[config.mk]
export PLATFORM = sky130hd
export DESIGN_NAME = ib_lut_page_loader
export DESIGN_NICKNAME = d
export VERILOG_FILES = /design/src/rtl/ib_lut_page_loader.sv
export SDC_FILE = /design/constraint.sdc
export NUM_CORES = 1
export LEC_CHECK = 0
export CELL_PAD_IN_SITES_DETAIL_PLACEMENT = 1
export CELL_PAD_IN_SITES_GLOBAL_PLACEMENT = 2
export CORE_MARGIN = 2
export CORE_UTILIZATION = 28
export DETAILED_ROUTE_END_ITERATION = 10
export PLACE_DENSITY_LB_ADDON = 0.1
export SYNTH_ARGS = -nofsm -noshare
export SYNTH_HDL_FRONTEND = slang
export SYNTH_SLANG_ARGS = --single-unit
export TNS_END_PERCENT = 5
[constraint.sdc]
create_clock -name write_clk -period 2.2 [get_ports write_clk]
set_clock_uncertainty 0.2 [all_clocks]
set_input_delay 0.44 -clock write_clk [delete_from_list [all_inputs] [get_ports write_clk]]
set_output_delay 0.44 -clock write_clk [all_outputs]
set_load 0.1 [all_outputs]
[src/rtl/ib_lut_page_loader.sv]
// ib_lut_page_loader: fetches IB-VNU LUT page words over a req/valid handshake and writes them
// into the VNU LUT RAMs, owning the frame offset so one half can be rewritten while the other is read.
module ib_lut_page_loader #(
  parameter int ENTRY_ADDR    = 7,
  parameter int BANK_NUM      = 2,
  parameter int LUT_PORT_SIZE = 4,
  parameter int ITER_WIDTH    = 5,
  parameter int MAX_ITER      = 20
) (
  input  logic                                write_clk,
  input  logic                                rst,
  input  logic                                start,
  input  logic [ITER_WIDTH-1:0]               iter_in,
  input  logic                                half_load,
  input  logic                                swap,
  output logic                                src_req,
  output logic [ITER_WIDTH+ENTRY_ADDR-1:0]    src_addr,
  input  logic                                src_valid,
  input  logic [LUT_PORT_SIZE*BANK_NUM-1:0]   src_data,
  output logic [ENTRY_ADDR-1:0]               page_addr_ram,
  output logic [LUT_PORT_SIZE*BANK_NUM-1:0]   ram_write_data_1,
  output logic                                ib_ram_we,
  output logic                                read_addr_offset,
  output logic                                busy,
  output logic                                load_done,
  output logic                                iter_err
);
  typedef enum logic [2:0] {IDLE, REQ, WAIT, WRITE, DONE} state_t;
  localparam logic [ITER_WIDTH:0] MAX_ITER_W = MAX_ITER[ITER_WIDTH:0];
  state_t state, next;
  logic [ITER_WIDTH-1:0] iter_q;
  logic [ENTRY_ADDR-1:0] cnt;
  logic half_q, swap_pend, iter_ok, go, last, mid, fin, flip;
  assign iter_ok = {1'b0, iter_in} < MAX_ITER_W;
  assign go = state == IDLE && start && iter_ok;
  assign last = half_q ? &cnt[ENTRY_ADDR-2:0] : &cnt;
  assign mid = state inside {REQ, WAIT, WRITE};
  assign fin = state == WRITE && last;
  // swaps seen mid-load collapse into one toggle that lands with load_done
  assign flip = fin ? (swap | swap_pend) : !mid && swap;
  assign src_req = state == REQ;
  assign src_addr = {iter_q, cnt};
  assign ib_ram_we = state == WRITE;
  assign load_done = state == DONE;
  assign busy = state != IDLE;
  always_comb begin
    next = state;
    case (state)
      IDLE:    next = go ? REQ : IDLE;
      REQ:     next = WAIT;
      WAIT:    next = src_valid ? WRITE : WAIT;
      WRITE:   next = last ? DONE : REQ;
      DONE:    next = IDLE;
      default: next = IDLE;
    endcase
  end
  always_ff @(posedge write_clk or posedge rst) begin
    if (rst) begin
      state <= IDLE;
      iter_q <= '0;
      half_q <= 1'b0;
      cnt <= '0;
      page_addr_ram <= '0;
      ram_write_data_1 <= '0;
      read_addr_offset <= 1'b0;
      swap_pend <= 1'b0;
      iter_err <= 1'b0;
    end else begin
      state <= next;
      read_addr_offset <= read_addr_offset ^ flip;
      swap_pend <= mid && !fin && (swap | swap_pend);
      if (state == IDLE && start && !iter_ok) iter_err <= 1'b1;
      if (go) begin
        iter_q <= iter_in;
        half_q <= half_load;
        cnt <= half_load ? {~read_addr_offset, {(ENTRY_ADDR-1){1'b0}}} : '0;
      end
      if (state == WAIT && src_valid) begin
        ram_write_data_1 <= src_data;
        page_addr_ram <= cnt;
      end
      if (state == WRITE && !last) cnt <= cnt + 1'b1;
    end
  end
endmodule
==> results of run 1 <==
## Yosys cell counts
| cell type | number |
|---|---|
| a211o_1 | 1 |
| a21oi_1 | 5 |
| a31oi_1 | 1 |
| a32oi_1 | 1 |
| and2_4 | 1 |
| buf_2 | 2 |
| buf_6 | 1 |
| dfrtp_1 | 34 |
| ha_1 | 1 |
| inv_1 | 6 |
| mux2_2 | 16 |
| mux2_4 | 4 |
| nand2_1 | 6 |
| nand2b_1 | 2 |
| nand2b_4 | 1 |
| nand3_1 | 4 |
| nand3b_1 | 1 |
| nor2_1 | 7 |
| nor2b_1 | 1 |
| nor3_1 | 2 |
| nor3b_1 | 2 |
| nor4bb_1 | 1 |
| o211ai_1 | 2 |
| o21a_1 | 1 |
| o21ai_0 | 3 |
| o21ai_2 | 1 |
| o21bai_1 | 1 |
| o22ai_1 | 2 |
| or2_2 | 1 |
| or3_1 | 2 |
| or4b_4 | 1 |
| xnor2_1 | 1 |
| xor2_1 | 1 |
## area by class of cell
type	instances	share of cell area
flip-flops and latches	34	0.3661
well taps	70	0.03757
clock inverters	2	0.004294
clock buffers	6	0.03113
multi-input cells	73	0.2555
repair buffers	62	0.2941
inverters	6	0.01127
## placed cells by master (no fill, tap or decap), types with 4 or more instances in the layout
cell type	synthesis	routed
a21oi_1	5	5
buf_12	0	14
buf_4	0	30
clkbuf_8	0	5
clkdlybuf4s50_1	0	18
dfrtp_1	34	32
inv_1	6	5
mux2_2	16	16
mux2_4	4	4
nand2_1	6	6
nand3_1	4	4
nor2_1	7	7
## metrics by stage
stage               utilization  instances  setup TNS, ps
detailed placement       0.4430        245         -628.0
finish                   0.4593        253              0
CTS                      0.4593        253              0
global placement         0.4430        245         -739.5
global route             0.4593        253              0
floorplan                     -        116         -432.0
## cells by family (layout without fill, tap and decap cells)
kind of cell,count (synthesis),in the layout,synth area share
AOI/OAI and AO/OA,18,18,0.07857
xor gates and xnor gates,2,2,0.01196
adders and majority gates,1,1,0.008538
buffers and inverters,9,76,0.02989
DFF,34,34,0.5807
muxes,20,20,0.1640
and+or+nand+nor,32,32,0.1264
## tightest hold or removal path: stages
cell	delay (ps)
clkdlybuf4s50_1	410
inv_1	80
buf_4	230
## state kept, by name (all words and copies together) (netlist names)
signal	flops
iter_err	1
read_addr_offset	1
state	3
page_addr_ram	7
ram_write_data_1	8
cnt	7
swap_pend	1
half_q	1
iter_q	5
## per-layer routing
metal	track usage	vias up	wire length [um]	share of wire
li1	-	533	-	-
met1	0.1818	586	1590	0.40
met2	0.2469	25	2103	0.53
met3	0.04739	6	162	0.041
met4	0.07636	0	83	0.021
met5	0	-	0	0
## path summary, 6_finish.rpt
check,startpoint,to,slack (ps),depth (start not counted)
max,state[2],busy,100,3
min,rst,page_addr_ram[2],300,3
max reg2reg,cnt[0],read_addr_offset,190,5
min reg2reg,ram_write_data_1[4],ram_write_data_1[4],310,1
max in group asynchronous,rst,cnt[1],1260,3
min in group write_clk,ram_write_data_1[4],ram_write_data_1[4],310,1
==> flow_summary.yaml, run 1 <==
run_status:
  status: "finished, final reports clean"
clock_network:
  clockRootBuffer: "clkbuf_8"
  clkTransAtPathRegs_ps: 70
  ctsHoldBuffers: 0
  htree_levels: 2
  cts_tree: "yes"
  cts_sinks: 34
  cts_resized: 0
  cts_made_buffers: 5
  clk_latency_ps: 290
  ctsLongestPathBuffers: 2
  postCtsSetupRepairBufs: 0
timing:
  final-hold-violation-count: 0
  fin_ws_ps: 103.2
  relSlewSlack: 0.6881
  worst_pin_slew_ps: 467.8
  fin_hold_ws_ps: 296.6
  finalCriticalPeriod_ps: 2097
  max_freq_mhz: 476.9
  slew_violations: 0
  final.period_utilization: 0.9531
  rsz0062_at_grt: "false"
  finalSetupViolCount: 0
routing:
  avgRoutedWirePerCell_um: 15.57
  dr.pass1.iters: 4
  drc: 0
  routed_via_density: 4.545
  routed_wl_um: 3940
  antenna_left: 0
  vias: 1150
  drtIter0Drc: 39
synth:
  synth_top_area_share: 0.5807
  synth_area_leaders: "dfrtp_1 (58%), mux2_2 (12%), mux2_4 (4.1%)"
  synth_cell_types: 33
  ys_warn_count: 0
  synth_nets: 136
  syn_area_um2: 1465
  synth.avg_cell_area_um2: 12.63
  syn_inst: 116
  yosys_register_bits: 34
  yosys.area.top_type: "dfrtp_1"
  yosysSeqAreaShare: 0.5807
floorplanning:
  initial_utilization: 0.2887
  core_region_area_um2: 5075
  dieArea_um2: 5827
  io_pins: 52
  num_rows: 26
  die_w_um: 76.34
  die_h_um: 76.34
worst_setup_path:
  crit_buf_inv: 2
  critical_path_required_ps: 1560
  cp_max_fo: 4
  worst_path_largest_cell_delay_ps: 410
  end_kind: "primary output"
  cp_top_family: "flip-flops"
  cpMaxStageDelayCell: "dfrtp_1"
  start_kind: "register"
  path_cells: "buf_4 > or3_1 > buf_12"
  path_class: "reg -> out"
  critPathArrivalTime_ps: 1460
cells_and_area:
  regArea_um2: 853.3
  layout-drive-gt1-share: 0.4481
  fillerInstances: 559
  nNetsFinal: 202
  multi_input_area_um2: 595.6
  stdcell_area_um2: 2331
  n_antenna_cell: 0
  areaGrowthSynthToFinish_pct: 59.10
grt:
  grt_overflow_total: 0
  grt_pass1_vias: 1314
  antenna_found_initial: 0
  grt_max_degree: 20
  track_usage: 0.1520
  grt_pass1_wl_um: 6872
run:
  cap_violations: 0
placement:
  dp_hpwl_um: 2954
  port_buffers: 51
  place_ws_ps: -97.53
  dpl-instance-area_um2: 2248
  gp_congestion: 0.7585
hold_path:
  min_path_type: "in -> async"
Power of run 1 is not shown: default switching activity piles up to over one toggle a cycle in this logic, so the estimate is an artifact.
==> inputs of run 2 (changes only) <==
Settings changed: MAX_ROUTING_LAYER set to met4.
==> run 2 against run 1 <==
Compared with the run above:
- sequential cell count is the same
- non-clock buffer count is the same
- final area is the same
- cell count is the same
- sequential share of layout area is the same
- register-to-register slack is essentially flat
- highest routed layer unchanged
- count of clock-buffer cells in the layout is the same
- maximum frequency is essentially flat
- setup slack gained 0.58 ps
- critical path depth is the same
- die area is the same
- first-iteration DRC count shrank 15%
- largest cell class unchanged
==> flow_summary.yaml, run 2 (synthesis gave the netlist of run 1 again) <==
timing:
  slew_violations: 0
  fin_ws_ps: 103.8
  fin_hold_ws_ps: 297.6
  setup_tns_ps: 0
  worst_pin_slew_ps: 468.9
  rsz0062_at_grt: "false"
  finalSetupViolCount: 0
  relSlewSlack: 0.6874
  finalCriticalPeriod_ps: 2096
  final-hold-violation-count: 0
  final.period_utilization: 0.9528
  max_freq_mhz: 477.1
worst_setup_path:
  critical_path_required_ps: 1560
  cp_max_fo: 4
  worst_path_largest_cell_delay_ps: 410
  path_cells: "buf_4 > or3_1 > buf_12"
  start_kind: "register"
  path_class: "reg -> out"
  critPathArrivalTime_ps: 1460
  end_kind: "primary output"
  crit_buf_inv: 2
  cp_top_family: "flip-flops"
  cpMaxStageDelayCell: "dfrtp_1"
clock_network:
  clockRootBuffer: "clkbuf_8"
  htree_levels: 2
  cts_sinks: 34
  clk_latency_ps: 290
  clkTransAtPathRegs_ps: 70
  ctsLongestPathBuffers: 2
  ctsHoldBuffers: 0
  postCtsSetupRepairBufs: 0
  cts_tree: "yes"
  cts_resized: 0
  cts_made_buffers: 5
floorplanning:
  die_w_um: 76.34
  die_h_um: 76.34
  dieArea_um2: 5827
  io_pins: 52
  core_region_area_um2: 5075
  initial_utilization: 0.2887
  num_rows: 26
routing:
  drtIter0Drc: 33
  drc: 0
  dr.pass1.iters: 4
  routed_via_density: 4.545
  vias: 1150
  antenna_left: 0
  avgRoutedWirePerCell_um: 15.59
  routed_wl_um: 3945
cells_and_area:
  n_antenna_cell: 0
  largestRegisters: "ram_write_data_1 x8, cnt x7, page_addr_ram x7"
  layout_common_cells: "dfrtp_1 (32), buf_4 (30), clkdlybuf4s50_1 (18), mux2_2 (16), buf_12 (14)"
  layout-drive-gt1-share: 0.4481
  nNetsFinal: 202
  areaGrowthSynthToFinish_pct: 59.10
  regMostFlops: "ram_write_data_1"
  layout_commonest_cell: "dfrtp_1"
  largest_reg_flops: 8
grt:
  track_usage: 0.1563
  grt_pass1_wl_um: 6879
  grt_pass1_vias: 1312
  grt_overflow_total: 0
  antenna_found_initial: 0
  grt_max_degree: 20
run:
  cap_violations: 0
placement:
  dp_hpwl_um: 2954
  port_buffers: 51
  place_ws_ps: -97.53
  gp_congestion: 0.7684
hold_path:
  min_path_type: "in -> async"
run_status:
  status: "finished, final reports clean"
[run 2: cell counts in the layout (fill, tap and decap cells not counted)]
No cell type changed its count.
[run 2: cell type report]
cell class / instances / area, um^2
repair buffers: 62 / 685.7
clock inverters: 2 / 10.01
flip-flops and latches: 34 / 853.3
fillers: 559 / 2744
multi-input cells: 73 / 595.6
well taps: 70 / 87.58
clock buffers: 6 / 72.57
inverters: 6 / 26.28
[run 2: through the flow]
stage	instances	area [um^2]	utilization
after detailed placement	245	2248	0.4430
after floorplan	116	1481	-
after global placement	245	2248	0.4430
final	253	2331	0.4593
after CTS	253	2331	0.4593
after global routing	253	2331	0.4593
[run 2: per-layer routing]
| layer | up-vias | wire length [um] | track usage |
|---|---|---|---|
| met5 | - | 0 | - |
| met4 | 0 | 74 | 0.07636 |
| met3 | 6 | 147 | 0.04265 |
| met2 | 24 | 2102 | 0.2469 |
| met1 | 587 | 1620 | 0.1848 |
| li1 | 533 | - | - |
[run 2: worst register-to-register path: stages (launching register included)]
cell	delay [ps]
dfrtp_2	440
ha_1	230
nand3_1	190
o21ai_2	460
a32oi_1	210
xnor2_1	160
[run 2: worst paths after layout]
path                            depth (start not counted)                 from                  end  slack [ps]
worst min-delay path                                    3                  rst     page_addr_ram[2]         300
worst max-delay path                                    3             state[2]                 busy         100
min in group write_clk                                  1  ram_write_data_1[4]  ram_write_data_1[4]         310
max in group asynchronous                               3                  rst               cnt[1]        1260
worst min register to register                          1  ram_write_data_1[4]  ram_write_data_1[4]         310
worst max register to register                          5               cnt[0]     read_addr_offset         180
Power of run 2 is left out for the same reason.
